**src/rtl/conv_pkg.sv**
```systemverilog
// conv_pkg: shared types and helpers for the convolution scheduler slice.
//
// Contents:
//   conv_state_t  - scheduler states IDLE, RUN, DRAIN, WRITE, DONE
//   acc_width()   - accumulator width that cannot overflow for a given
//                   sample width and kernel size
//   sat_to_width()- clamp a wide signed value into a signed width
//
// Optional build macro used by this slice: CONV_SCHED_RELU_EN
// (handled in conv_mac; nothing here depends on it).

package conv_pkg;

    typedef enum logic [2:0] {
        IDLE  = 3'd0,
        RUN   = 3'd1,
        DRAIN = 3'd2,
        WRITE = 3'd3,
        DONE  = 3'd4
    } conv_state_t;

    // Sum of size_ker^2 products of two width_bit signed samples, plus one
    // guard bit so the most negative product sum still fits.
    function automatic int acc_width(input int width_bit, input int size_ker);
        return 2 * width_bit + $clog2(size_ker * size_ker) + 1;
    endfunction

    // Clamp to [-2^(width-1), 2^(width-1)-1]; the caller keeps the low
    // 'width' bits of the result.
    function automatic logic signed [63:0] sat_to_width(
        input logic signed [63:0] value,
        input int                 width
    );
        logic signed [63:0] hi;
        logic signed [63:0] lo;
        hi = (64'sd1 <<< (width - 1)) - 64'sd1;
        lo = -(64'sd1 <<< (width - 1));
        if (value > hi) begin
            return hi;
        end else if (value < lo) begin
            return lo;
        end else begin
            return value;
        end
    endfunction

endpackage

```
**src/rtl/conv_mac.sv**
```systemverilog
// conv_mac: shared signed multiply-accumulate with a saturating output stage.
//
// Ports:
//   clock, nreset      - rising-edge clock, async active-low reset
//   clear              - synchronous accumulator clear (wins over acc_en)
//   acc_en             - add img_data*ker_data into the accumulator this cycle
//   load               - capture the saturated result into out_data; if acc_en
//                        is also high, the product being added is included
//   img_data, ker_data - signed samples (WIDTH_BIT)
//   out_data           - registered signed saturated result (WIDTH_BIT)
//
// Build macro CONV_SCHED_RELU_EN: when defined, negative results are written
// as 0; otherwise plain signed saturation.

module conv_mac
    import conv_pkg::*;
#(
    parameter int WIDTH_BIT = 8,
    parameter int SIZEKer   = 3
) (
    input  logic                        clock,
    input  logic                        nreset,
    input  logic                        clear,
    input  logic                        acc_en,
    input  logic                        load,
    input  logic signed [WIDTH_BIT-1:0] img_data,
    input  logic signed [WIDTH_BIT-1:0] ker_data,
    output logic signed [WIDTH_BIT-1:0] out_data
);

    localparam int ACC_W  = acc_width(WIDTH_BIT, SIZEKer);
    localparam int PROD_W = 2 * WIDTH_BIT;

    logic signed [PROD_W-1:0]    prod;
    logic signed [ACC_W-1:0]     acc;
    logic signed [ACC_W-1:0]     acc_next;
    logic signed [ACC_W-1:0]     acc_sel;
    logic signed [63:0]          acc_wide;
    logic signed [WIDTH_BIT-1:0] result;

    // The final tap arrives in the same cycle the result is captured, so the
    // output stage looks at the accumulator value including that product.
    always_comb begin
        prod     = PROD_W'(img_data) * PROD_W'(ker_data);
        acc_next = acc + {{(ACC_W - PROD_W){prod[PROD_W-1]}}, prod};
        acc_sel  = acc_en ? acc_next : acc;
        acc_wide = {{(64 - ACC_W){acc_sel[ACC_W-1]}}, acc_sel};
`ifdef CONV_SCHED_RELU_EN
        result   = acc_sel[ACC_W-1] ? '0 : WIDTH_BIT'(sat_to_width(acc_wide, WIDTH_BIT));
`else
        result   = WIDTH_BIT'(sat_to_width(acc_wide, WIDTH_BIT));
`endif
    end

    always_ff @(posedge clock or negedge nreset) begin
        if (!nreset) begin
            acc      <= '0;
            out_data <= '0;
        end else begin
            if (clear) begin
                acc <= '0;
            end else if (acc_en) begin
                acc <= acc_next;
            end
            if (load) begin
                out_data <= result;
            end
        end
    end

endmodule

```
**src/rtl/conv_scheduler.sv**
```systemverilog
// conv_scheduler: walks one shared MAC over a SIZE x SIZE image with a
// SIZEKer x SIZEKer kernel, producing the valid-convolution outputs in
// raster order.
//
// Ports:
//   clock, nreset            - rising-edge clock, async active-low reset
//   start                    - level request, accepted in IDLE or DONE
//   busy, done               - run in progress / finished until next start
//   img_row, img_col         - image read address
//   ker_row, ker_col         - kernel read address
//   rd_en                    - read strobe for both memories
//   img_data, ker_data       - read data, valid one cycle after rd_en
//   out_valid                - one-cycle pulse per output pixel
//   out_row, out_col         - output coordinates (held between pulses)
//   out_data                 - saturated result (held between pulses)
//
// Build macro CONV_SCHED_RELU_EN: clamps negative results to 0 (timing
// unchanged).
//
// Per output: SIZEKer^2 RUN cycles (one tap each), one DRAIN cycle for the
// last tap's read latency, one WRITE cycle presenting the result.

module conv_scheduler
    import conv_pkg::*;
#(
    parameter int SIZE      = 64,
    parameter int SIZEKer   = 3,
    parameter int WIDTH_BIT = 8,
    localparam int AW = (SIZE > 1) ? $clog2(SIZE) : 1,
    localparam int KW = (SIZEKer > 1) ? $clog2(SIZEKer) : 1
) (
    input  logic                        clock,
    input  logic                        nreset,
    input  logic                        start,
    output logic                        busy,
    output logic                        done,
    output logic [AW-1:0]               img_row,
    output logic [AW-1:0]               img_col,
    output logic [KW-1:0]               ker_row,
    output logic [KW-1:0]               ker_col,
    output logic                        rd_en,
    input  logic signed [WIDTH_BIT-1:0] img_data,
    input  logic signed [WIDTH_BIT-1:0] ker_data,
    output logic                        out_valid,
    output logic [AW-1:0]               out_row,
    output logic [AW-1:0]               out_col,
    output logic signed [WIDTH_BIT-1:0] out_data
);

    localparam logic [AW-1:0] LAST_OUT = AW'(SIZE - SIZEKer);
    localparam logic [KW-1:0] LAST_TAP = KW'(SIZEKer - 1);

    conv_state_t   state;
    conv_state_t   next_state;

    logic [AW-1:0] orow;
    logic [AW-1:0] ocol;
    logic [KW-1:0] ki;
    logic [KW-1:0] kj;
    logic          rd_en_q;
    logic          start_accept;
    logic          last_tap;
    logic          last_out;

    assign start_accept = start && ((state == IDLE) || (state == DONE));
    assign last_tap     = (ki == LAST_TAP) && (kj == LAST_TAP);
    assign last_out     = (orow == LAST_OUT) && (ocol == LAST_OUT);

    assign img_row = orow + AW'(ki);
    assign img_col = ocol + AW'(kj);
    assign ker_row = ki;
    assign ker_col = kj;

    always_ff @(posedge clock or negedge nreset) begin
        if (!nreset) begin
            state <= IDLE;
        end else begin
            state <= next_state;
        end
    end

    always_comb begin
        next_state = state;
        busy       = 1'b0;
        done       = 1'b0;
        rd_en      = 1'b0;
        out_valid  = 1'b0;
        case (state)
            IDLE: begin
                if (start) next_state = RUN;
            end
            RUN: begin
                busy  = 1'b1;
                rd_en = 1'b1;
                if (last_tap) next_state = DRAIN;
            end
            DRAIN: begin
                busy       = 1'b1;
                next_state = WRITE;
            end
            WRITE: begin
                busy       = 1'b1;
                out_valid  = 1'b1;
                next_state = last_out ? DONE : RUN;
            end
            DONE: begin
                done = 1'b1;
                if (start) next_state = RUN;
            end
            default: begin
                next_state = IDLE;
            end
        endcase
    end

    // Tap counters wrap back to 0 on the last tap so the next output's RUN
    // phase starts clean; output coordinates are latched in DRAIN so they
    // are already stable when WRITE raises out_valid.
    always_ff @(posedge clock or negedge nreset) begin
        if (!nreset) begin
            orow    <= '0;
            ocol    <= '0;
            ki      <= '0;
            kj      <= '0;
            rd_en_q <= 1'b0;
            out_row <= '0;
            out_col <= '0;
        end else begin
            rd_en_q <= rd_en;
            if (start_accept) begin
                orow <= '0;
                ocol <= '0;
                ki   <= '0;
                kj   <= '0;
            end else begin
                case (state)
                    RUN: begin
                        if (kj == LAST_TAP) begin
                            kj <= '0;
                            ki <= last_tap ? '0 : ki + KW'(1);
                        end else begin
                            kj <= kj + KW'(1);
                        end
                    end
                    DRAIN: begin
                        out_row <= orow;
                        out_col <= ocol;
                    end
                    WRITE: begin
                        if (!last_out) begin
                            if (ocol == LAST_OUT) begin
                                ocol <= '0;
                                orow <= orow + AW'(1);
                            end else begin
                                ocol <= ocol + AW'(1);
                            end
                        end
                    end
                    default: begin
                    end
                endcase
            end
        end
    end

    conv_mac #(
        .WIDTH_BIT (WIDTH_BIT),
        .SIZEKer   (SIZEKer)
    ) u_mac (
        .clock    (clock),
        .nreset   (nreset),
        .clear    (start_accept || (state == WRITE)),
        .acc_en   (rd_en_q),
        .load     (state == DRAIN),
        .img_data (img_data),
        .ker_data (ker_data),
        .out_data (out_data)
    );

endmodule

```
**config.mk**
```make
export PLATFORM = sky130hd
export DESIGN_NAME = conv_scheduler
export DESIGN_NICKNAME = d
export VERILOG_FILES = /design/src/rtl/conv_pkg.sv /design/src/rtl/conv_mac.sv /design/src/rtl/conv_scheduler.sv
export SDC_FILE = /design/constraint.sdc
export NUM_CORES = 1
export LEC_CHECK = 0
export CAP_MARGIN = 20
export CORE_AREA = 5 5 142 110
export DETAILED_ROUTE_END_ITERATION = 8
export DIE_AREA = 0 0 147 115
export MAX_ROUTING_LAYER = met4
export PLACE_DENSITY = 0.7
export SLEW_MARGIN = 20
export SYNTH_ARGS = -nofsm -noshare
export SYNTH_HDL_FRONTEND = slang
export SYNTH_HIERARCHICAL = 1
export SYNTH_SLANG_ARGS = --single-unit
```
**constraint.sdc**
```tcl
create_clock -name clock -period 3.7 [get_ports clock]
set_input_delay 0.74 -clock clock [delete_from_list [all_inputs] [get_ports clock]]
set_output_delay 0.74 -clock clock [all_outputs]
set_load 0.01 [all_outputs]
```
==> results.ini, run 1 <==
[yosys]
synthAdderAreaFrac_pct = 27.3
yosysTopAreaCell = dfrtp_1
ys_top_cells_by_area = dfrtp_1 (22%), fa_1 (17%), ha_1 (10%)
syn-cell-area_um2 = 6870
synth-xor-area-share_pct = 4.46
synth_warnings = 6
synth_edf_count = 0
yosysUniqueCellTypes = 74
synthMuxAreaShare_pct = 4.06
synth_nets = 894
dominantRegCellSynth = dfrtp_1
synth-simple-area-share_pct = 18.4
synth_compound_area_share_pct = 14.8
avgSynthCellArea_um2 = 9.04
syn_inst = 760
synth-seq-cells = 61
synth-seq-area-share_pct = 22.2
synthArstFlopShare_pct = 100
synth_top_family_by_area = adder cells
synth_top_area_share_pct = 22.2

[worst_setup_path]
cp-end-kind = register
cp_num_buf_inv = 9
crit_fanout = 6
r2r_slack_ns = 0.25
cp_common_cell = fa_1
worstPathArrival_ns = 6.91
cp_slowest_cell = fa_1
reg2reg_from = u_mac/acc[0]
reg2reg_depth = 14
crit_family = adder cells
cp-start-kind = input port
setup.worst_path.class = input port to register
r2r-end = u_mac/out_data[3]
worst_ep_required_time_ns = 3.88
slowest_delay_ns = 0.53

[sta]
fin_crit_ns = 6.73
setup_viol_count_final = 24
finalCritPeriodShare_pct = 182
slew_headroom_pct = 37.2
worst_pin_slew_ns = 0.940
rsz0062_at_grt = yes
finalHoldViolations = 0
holdWs_ns = 0.395
layout_setup_ws_ns = -3.03
slew_violations = 0
fmax_mhz = 149
clock-skew-final_ns = 0.00639

[routing]
vias_per_cell = 5.52
post-route-drc-count = 0
drt_iter0_drc = 440
routed_wl_um = 19100
firstDrtPassIters = 5
ant_nets = 0
route.vias.total = 6345
wl_per_cell_um = 16.7

[grt]
grt_overflow = 0
grtUsageMet3_pct = 3.98
grt.busiest_layer = met2
grt_pass1_wl_um = 30400
grt_pass1_vias = 6273
grt_max_degree = 44
globalRouteTotalUtil_pct = 22.4
antenna_found_initial = 0
use_met2_pct = 36.4
grt_util_met1_pct = 30.1

[cells_and_area]
utilization_pct = 71.4
final-seq-area_um2 = 1530
nFillCells = 957
design_area_um2 = 10100
antennaDiodeCount = 0
area_growth_pct = 46.7
final_nets = 1099
multi_input_comb_area_um2 = 5720
drive_gt1_share_pct = 38.3

[placement]
placed_cell_area_um2 = 8680
io_buffer_count = 58
gp_congestion = 0.947
place_hpwl_um = 13700

[floorplan]
fp-row-count = 38
die_h_um = 115
core_area_um2 = 14100
pin_count = 59
initial_core_util_pct = 48.7
die-area_um2 = 16900
fp.dieW_um = 147

[cts]
tritoncts = built
clk_pin_slew_worst_paths_ns = 0.05
clockBufferDepth = 2
htreeDepth = 3
cts_buffers = 9
cts_sinks = 61
insertion_delay_ns = 0.33
cts_root_buf = clkbuf_16

[outcome]
outcome = complete, but fails checks
violations = negative setup slack

[min_path]
worst_hold_path_type = input port to async pin

[run]
cap_violations = 0

stage by stage:
stage | setup slack, ns | instances | setup TNS, ns
after detailed placement | -3.89 | 1099 | -72.97
after CTS | -3.01 | 1137 | -51.79
final | -3.03 | 1149 | -52.43
after global placement | -3.66 | 1099 | -69.43
after floorplan | -2.70 | 760 | -44.19
after global routing | -3.27 | 1149 | -57.26
layout by cell type, fill, tap and decap left out, types with 6 or more instances in the layout:
| master | instances |
|---|---|
| inv_2 | 16 |
| o21bai_1 | 8 |
| clkdlybuf4s50_1 | 41 |
| fa_1 | 55 |
| mux2i_1 | 9 |
| ha_4 | 18 |
| nand3_1 | 15 |
| inv_1 | 100 |
| o21ai_2 | 7 |
| nand2_2 | 7 |
| nor2_1 | 40 |
| and2_1 | 31 |
| o211ai_1 | 7 |
| o22ai_2 | 6 |
| a21oi_1 | 29 |
| xor2_1 | 10 |
| and2_4 | 16 |
| xnor2_1 | 20 |
| nand2_1 | 40 |
| nor2b_1 | 12 |
| clkbuf_16 | 9 |
| dfrtp_1 | 61 |
| a21oi_4 | 12 |
| ha_1 | 33 |
| nand4_1 | 7 |
| nor3_1 | 8 |
| a21o_1 | 7 |
| o21a_1 | 7 |
| buf_6 | 33 |
| buf_4 | 127 |
| a21oi_2 | 15 |
| ha_2 | 6 |
| mux2_2 | 13 |
| nor3_2 | 8 |
timing repair:
action                                  in CTS  in global routing
gates resized for setup                    188                 80
hold buffers                                 0                  0
endpoints found under the setup margin      26                 25
pin swaps                                   71                 67
buffers inserted                            24                 12
hold endpoints to repair                     0                  0
flip-flops by register name, indices dropped and copies added (netlist names):
name	count
u_mac/acc	21
u_mac/out_data	8
ocol	6
orow	6
out_col	6
out_row	6
state	3
ker_col	2
ker_row	2
rd_en_q	1
routing by layer:
layer | part of all wire (%) | up-vias | wire length (µm)
met3 | 5.4 | 39 | 1030
met1 | 44 | 3128 | 8340
met5 | 0 | - | 0
met4 | 1.8 | 0 | 348
li1 | - | 2976 | -
met2 | 49 | 202 | 9420
cell usage after synthesis, drive strengths merged (3+ instances only):
library cell and number:
nor2b 15, a211oi 4, nand2b 7, a211o 3, and3 3, xnor2 25, mux2 15, o22ai 10
and2 48, fa 58, nand4 8, ha 57, or4 3, mux2i 11, nand3b 5, a21oi 56
o31ai 6, o21ai 16, xor2 10, a21boi 5, nor2 44, o21bai 8, inv 116, a2111oi 4
nor3 21, nand2 47, nand3 19, clkbuf 8, dfrtp 61, o211ai 8, buf 12, o21a 7
or3 4, a21o 8, a31oi 5
final cells by class:
type / count / share of cell area, %
Multi-Input combinational cell: 561 / 56.7
Clock inverter: 5 / 0.521
Timing Repair Buffer: 214 / 18.7
Tap cell: 180 / 2.23
Inverter: 118 / 4.41
Sequential cell: 61 / 15.1
Clock buffer: 10 / 2.27
how the worst max path moves through the flow:
stage               slack [ns]                end  cells past startpoint        start
floorplan                -2.70  u_mac/out_data[0]                     26  ker_data[2]
global placement         -3.66  u_mac/out_data[3]                     30  ker_data[4]
detailed placement       -3.89  u_mac/out_data[1]                     30  ker_data[2]
CTS                      -3.01  u_mac/out_data[2]                     29  ker_data[0]
global route             -3.27  u_mac/out_data[3]                     28  img_data[4]
finish                   -3.03  u_mac/out_data[3]                     30  ker_data[0]
cell families after synthesis:
| family | after synthesis |
|---|---|
| XOR/XNOR | 35 |
| AND/OR/NAND/NOR | 234 |
| buffers and inverters | 138 |
| adder cells (fa/ha/maj) | 115 |
| multiplexers | 26 |
| flip-flops | 61 |
| AO/OA/AOI/OAI | 151 |
worst reg2reg max path, stage by stage, from the launching register on:
cell	delay (ns)
dfrtp_1	0.35
ha_1	0.17
inv_1	0.05
fa_1	0.38
nand2b_2	0.21
a21o_4	0.22
a2111oi_4	0.31
buf_6	0.19
or4_1	0.13
a31oi_2	0.13
or3_4	0.43
a2111oi_4	0.33
buf_4	0.20
o21ai_4	0.09
o22ai_2	0.18
Power of run 1 is not shown: default switching activity piles up to over one toggle a cycle in this logic, so the estimate is an artifact.
==> inputs of run 2 (changes only) <==
- SLEW_MARGIN: 20 -> 5
==> run 2 against run 1 <==
Effect of this change: critical endpoint unchanged; clock skew increased by 0.00098 ns; largest cell class unchanged; core utilization fell by 0.81 points; fmax is 0.73% lower; register-to-register slack better by 0.04 ns; non-clock buffer count fell by 3; critical path type unchanged; the run still ends with negative setup slack left.
==> results.ini, run 2 (synthesis gave the netlist of run 1 again) <==
[outcome]
outcome = complete, but fails checks
violations = negative setup slack

[cells_and_area]
area_growth_pct = 45.0
reg.largest.list = u_mac/acc: 21 flops, u_mac/out_data: 8 flops
final_cell_mix = buf_4 (126), inv_1 (102), dfrtp_1 (61)
largest-register = u_mac/acc
antennaDiodeCount = 0
fin_cells = 1146
drive_gt1_share_pct = 36.7
utilization_pct = 70.6
largest_reg_flops = 21
final_common_cell = buf_4
final_nets = 1096

[sta]
layout_setup_ws_ns = -3.08
clock-skew-final_ns = 0.00737
finalCritPeriodShare_pct = 183
rsz0062_at_grt = yes
slew_headroom_pct = 38.4
finalHoldViolations = 0
fmax_mhz = 147
setup_viol_count_final = 24
final.setup.tns_ns = -53.58
fin_crit_ns = 6.78
slew_violations = 0
worst_pin_slew_ns = 0.922

[worst_setup_path]
cp_common_cell = fa_1
reg2reg_from = u_mac/acc[0]
cp_slowest_cell = fa_1
reg2reg_depth = 16
setup.worst_path.class = input port to register
cp-end-kind = register
cp-start-kind = input port
worst_ep_required_time_ns = 3.90
r2r-end = u_mac/out_data[3]
slowest_delay_ns = 0.56
crit_fanout = 6
worstPathArrival_ns = 6.98
r2r_slack_ns = 0.29

[floorplan]
fp-row-count = 38
die-area_um2 = 16900
core_area_um2 = 14100
pin_count = 59
die_h_um = 115
fp.dieW_um = 147
initial_core_util_pct = 48.7

[cts]
clk_pin_slew_worst_paths_ns = 0.05
insertion_delay_ns = 0.33
clockBufferDepth = 2
cts_root_buf = clkbuf_16
cts_hold_buf = 0
htreeDepth = 3
cts_sinks = 61
tritoncts = built
cts_buffers = 9

[run]
cap_violations = 0

[routing]
wl_per_cell_um = 16.5
route.vias.total = 6303
post-route-drc-count = 0
firstDrtPassIters = 5
routed_wl_um = 18900
drt_iter0_drc = 444
ant_nets = 0
vias_per_cell = 5.50

[placement]
place_inst = 1099
place_ws_ns = -3.89
place_hpwl_um = 13700
gp_congestion = 0.947
io_buffer_count = 58

[grt]
globalRouteTotalUtil_pct = 22.4
antenna_found_initial = 0
grt_pass1_wl_um = 30400
grt_overflow = 0
grt_pass1_vias = 6273
grt_max_degree = 44

[min_path]
worst_hold_path_type = input port to async pin

[run 2: layout make-up]
cell class                      count  area (µm²)
Sequential cell                    61        1530
Clock buffer                       10         229
Timing Repair Buffer              211        1870
Inverter                          118         444
Tap cell                          180         225
Clock inverter                      5        52.6
Fill cell                         988        4150
Multi-Input combinational cell    561        5620
[run 2: stage by stage]
step | instance area, µm² | hold slack (ns)
global route | 9970 | 0.301
floorplan | 7120 | 0.444
finish | 9970 | 0.286
CTS | 9630 | 0.495
global placement | 8680 | 0.468
detailed placement | 8680 | 0.483
[run 2: worst max-delay path by stage]
stage	start	endpoint	slack [ns]	cells past startpoint
6_report	img_data[4]	u_mac/out_data[3]	-3.08	29
5_1_grt	ker_data[3]	u_mac/out_data[3]	-3.32	29
4_1_cts	ker_data[0]	u_mac/out_data[2]	-3.01	29
3_5_place_dp	ker_data[2]	u_mac/out_data[1]	-3.89	30
3_3_place_gp	ker_data[4]	u_mac/out_data[3]	-3.66	30
2_1_floorplan	ker_data[2]	u_mac/out_data[0]	-2.70	26
[run 2: timing repair]
action	in CTS	in global routing
resized for setup	188	60
setup buffers	24	8
pin swaps	71	52
gates cloned	0	0
endpoints found under the setup margin	26	25
[run 2: layer usage]
layer  track usage, %  vias to the layer above  wire length [µm]
li1                 -                     2972                 -
met1             30.1                     3132              8240
met2             36.4                      169              9460
met3             3.98                       30               907
met4             4.22                        0               263
met5                -                        -                 0
[run 2: worst max-delay path, delay by kind of cell]
| family | cells | cell delay (ns) |
|---|---|---|
| buffers and inverters | 8 | 0.73 |
| adder cells (fa/ha/maj) | 6 | 2.71 |
| XOR/XNOR | 1 | 0.19 |
| AND/OR/NAND/NOR | 6 | 1.25 |
| AO/OA/AOI/OAI | 8 | 1.34 |
Power of run 2 is left out for the same reason.
==> patch 1: new RTL, flow settings as in run 2 <==
The 5 states of `conv_state_t` get a Gray code encoding in 3 bits.
--- a/src/rtl/conv_pkg.sv
+++ b/src/rtl/conv_pkg.sv
@@ -14,7 +14,7 @@
     typedef enum logic [2:0] {
-        IDLE  = 3'd0,
-        RUN   = 3'd1,
-        DRAIN = 3'd2,
-        WRITE = 3'd3,
-        DONE  = 3'd4
+        IDLE  = 3'b000,
+        RUN   = 3'b001,
+        DRAIN = 3'b011,
+        WRITE = 3'b010,
+        DONE  = 3'b110
     } conv_state_t;
Check against the original RTL: no difference found for any inputs over 10 cycles, from zero or initial values and one cycle with nreset low; not proved beyond that.
==> patch 1 against run 2 <==
The flow still finishes with violations (negative setup slack). Wire length is 12% higher. Area after synthesis is 0.13% higher. Sequential cell count stayed put. Highest routed layer unchanged. Via count is 3.3% higher. Worst setup slack better by 0.033 ns. Design area is 2.4% higher. Count of clock-buffer cells in the layout is 2 higher. Die area stayed put. Critical path depth is 1 lower.
Power is left out: the tool's default activity adds up to more than one toggle a clock period on the data nets, which glitch-free logic cannot reach.
==> patch 1: results (changes against run 2) <==
Worst-path clk slew=0.05 ns (about the same); root buffer cell=clkbuf_16 (unchanged); WL met1=9.298 mm (was 8.241 mm); PnR worst setup slack=-3.048 ns (was -3.081 ns); layout cell share with drive strength beyond 1=37.56% (was 36.75%); TNS Setup=-53.57 ns (was -53.58 ns); buffer share of cell area=18.88% (was 18.78%); met3 Usage GRT=4.216% (was 3.980%); RePlAce Congestion=0.9633 (was 0.9474); met1 Use GR=32.52% (was 30.07%); pre-CTS WS=-3.899 ns (was -3.890 ns); CTS Buffer Depth=2 (unchanged); per-cell routed wire length=18.15 µm (was 16.47 µm); Global Route Usage Sum=24.63% (was 22.42%); outcome=finished, violations left (unchanged); Tightest Pin Transition=0.7986 ns (was 0.9225 ns); comb_multi_in=571 (was 561); most area-consuming cells after synthesis=dfrtp_1 22%, fa_1 17%, ha_1 10% (unchanged); met2 wire length=10.22 mm (was 9.463 mm); vias in the first global route=6775 (was 6273); multi-input logic area=5767 µm² (was 5620 µm²); cells after synthesis=773 (was 760); setup violators final=25 (was 24); diode count=0 (unchanged); placed cell areas=8706 µm² (was 8680 µm²); number of antenna violations at the first check in global routing=0 (unchanged); DP HPWL=14.80 mm (was 13.71 mm); Clock Network Area Fraction=3.198% (was 2.824%); crit-path max FO=5 (was 6); DRT iter0 DRCs=469 (was 444); Inst Count DP=1113 (was 1099); Inverters, non-clock=117 (was 118); Non-CTS buffers=220 (was 211); H-tree depth=3 (unchanged); vias per cell=5.588 (was 5.500); CLK BUF=12 (was 10); failing checks=negative setup slack (unchanged); synth warn=6 (unchanged); register bit total from synthesis=61 (unchanged); most frequent cells after synthesis=116 x inv_1, 61 x dfrtp_1, 58 x a21oi_1, 58 x fa_1, 57 x ha_1 (was 116 x inv_1, 61 x dfrtp_1, 58 x fa_1); Layout fillers=941 (was 988); met3 wire length=1.276 mm (was 907 µm); Hold WC Path Type=reg2reg (was in2async); met2 Usage GRT=40.96% (was 36.42%); design area=10210 µm² (was 9970 µm²); largest net degree at the start of global routing=62 (was 44); Post-Syn Nets=907 (was 894); Yosys cell types=73 (was 74); # port buffers=58 (unchanged); Seq/Total Area, Yosys=22.18% (was 22.21%); Final Instance Count excl. Fillers=1165 (was 1146); Setup Skew=0.008884 ns (was 0.007375 ns); first-pass GRT wire length=33.24 mm (was 30.36 mm)
patch 1: changes by cell type after synthesis, sizes merged, moves of 3 or more:
cell / delta
buf: -3
clkbuf: +7
o21ai: +7
mux2: -5
nor2b: +5
patch 1: critical path, stage by stage:
cell and delay (ns):
buf_12 0.10, buf_4 0.13, and2_1 0.14, fa_1 0.48, fa_1 0.53, fa_1 0.57, inv_1 0.07, fa_1 0.54
inv_1 0.07, ha_4 0.29, inv_1 0.04, o21bai_1 0.19, a21oi_2 0.09, buf_4 0.14, xnor2_1 0.17, ha_1 0.33
buf_4 0.17, a21oi_1 0.25, o21ai_1 0.19, buf_4 0.18, a21oi_1 0.24, nand2_4 0.10, mux2i_4 0.21, nand3b_1 0.22
a2111oi_4 0.35, buf_4 0.19, o21ai_4 0.08, o22ai_1 0.15
patch 1: final timing paths:
kind	from	slack [ns]	to	cells after the start
worst max-delay path	img_data[3]	-3.05	u_mac/out_data[5]	28
worst min-delay path	out_row[5]	0.50	out_row[5]	2
worst max register to register	u_mac/acc[0]	0.37	u_mac/out_data[5]	15
worst min register to register	out_row[5]	0.50	out_row[5]	2
max in group asynchronous	nreset	2.60	out_row[0]	2
min in group asynchronous	nreset	0.57	out_col[3]	2
patch 1: cell families (layout without fill, tap and decap cells):
kind of cell / after synthesis / in the layout / share of synthesized area (%)
xor+xnor: 36 / 36 / 4.581
flops: 61 / 61 / 22.18
compound gates: 156 / 156 / 15.14
mux: 21 / 21 / 3.236
simple gates: 243 / 243 / 18.89
fa+ha+maj: 115 / 115 / 27.23
buf+inv: 141 / 353 / 8.744
patch 1: timing repair:
action	in CTS	in global routing
pin swaps	60	90
resized for setup	176	107
setup endpoints to repair	26	25
buffers inserted	19	19
==> patch 2: new RTL, flow settings as in run 2 <==
Without the edit above. Build with the macro `CONV_SCHED_RELU_EN` defined.
--- a/src/rtl/conv_mac.sv
+++ b/src/rtl/conv_mac.sv
@@ -13,2 +13,4 @@
 // as 0; otherwise plain signed saturation.
+
+`define CONV_SCHED_RELU_EN
 
Function: no difference found for any inputs over 10 cycles, from zero or initial values and one cycle with nreset low; that may be too few to reach the edited logic, so the function may still have changed.
==> patch 2 against run 2 <==
Sequential share of layout area increased by 0.22 points. Sequential cell count stayed put. Worst hold slack gained 0.062 ns. Design area is 1.4% lower. The flow still finishes with violations (negative setup slack). Area after synthesis is 2.5% lower. Count of clock-buffer cells in the layout shrank 1. Synthesized cell count down 5.0%. Wire length up 2.9%. Worst setup slack improved by 0.087 ns.
Power is not shown: default switching activity piles up to over one toggle a cycle in this logic, so the estimate is an artifact.
==> patch 2: results (changes against run 2) <==
vias in the first global route=6192 (was 6273); Setup crit end=u_mac/out_data[0] (was u_mac/out_data[3]); worst-case reg-to-reg path depth=13 (was 16); met2 Usage GRT=37.47% (was 36.42%); buffer share of cell area=17.95% (was 18.78%); comb_multi_in=532 (was 561); RePlAce Congestion=0.9291 (was 0.9474); largest net degree at the start of global routing=42 (was 44); setup bufs post-CTS=14 (was 24); DRT iter0 DRCs=303 (was 444); failing checks=negative setup slack (unchanged); Worst-Skew Late Latency=0.35 ns (was 0.33 ns); R2R Path Start=u_mac/acc[2] (was u_mac/acc[0]); met3 Usage GRT=3.901% (was 3.980%); Non-CTS buffers=201 (was 211); Tightest Pin Transition=0.9320 ns (was 0.9225 ns); Post-Syn Nets=856 (was 894); Global Route Usage Sum=23.13% (was 22.42%); outcome=finished, violations left (unchanged); multi-input logic area=5558 µm² (was 5620 µm²); launch point of the critical path=ker_data[7] (was img_data[4]); root buffer cell=clkbuf_16 (unchanged); met1 Use GR=31.02% (was 30.07%); multi-input gate share of total cell area=56.55% (was 56.38%); Yosys cell types=73 (was 74); nets@finish=1051 (was 1096); Clock Network Area Fraction=3.361% (was 2.824%); Layout fillers=978 (was 988); post-CTS sizing=181 (was 188); PnR worst setup slack=-2.995 ns (was -3.081 ns); Netlist Area Pre-Place=6705 µm² (was 6874 µm²); crit-path max FO=7 (was 6); Setup Skew=0.006332 ns (was 0.007375 ns); Inverters, non-clock=112 (was 118); setup violators final=24 (unchanged); layout cell share with drive strength beyond 1=38.07% (was 36.75%); worst hold margin=0.3482 ns (was 0.2863 ns); Seq/Total Area, Yosys=22.77% (was 22.21%); placed cell areas=8569 µm² (was 8680 µm²); r2r setup slk=0.32 ns (was 0.29 ns); most area-consuming cells after synthesis=dfrtp_1 23%, fa_1 17%, ha_1 11% (was dfrtp_1 22%, fa_1 17%, ha_1 10%); vias per cell=5.507 (was 5.500); most frequent cells after synthesis=111 x inv_1, 61 x dfrtp_1, 58 x fa_1 (was 116 x inv_1, 61 x dfrtp_1, 58 x fa_1); first-pass GRT wire length=30.88 mm (was 30.36 mm)
[patch 2: cells by family (layout without fill, tap and decap cells)]
group | count (synthesis) | count (layout) | synth area share [%]
AOI/OAI and AO/OA | 129 | 129 | 13.85
buffers and inverters | 129 | 329 | 7.707
and+or+nand+nor | 228 | 228 | 18.87
DFF | 61 | 61 | 22.77
adders and majority gates | 115 | 115 | 27.95
xor gates and xnor gates | 37 | 37 | 5.038
muxes | 23 | 23 | 3.825
[patch 2: metrics by stage]
step                      instances  setup WS (ns)  TNS, ns
after detailed placement       1063         -3.689   -68.48
after floorplan                 722         -2.683   -42.31
final                          1102         -2.995   -49.04
after global routing           1102         -3.223   -53.49
after CTS                      1090         -2.809   -46.16
after global placement         1063         -3.597   -66.12
[patch 2: routing by layer]
metal	wire length, µm	share of wire, %
met5	0	0
met3	1009	5.2
met1	8476	44
met2	9495	49
met4	435	2.2
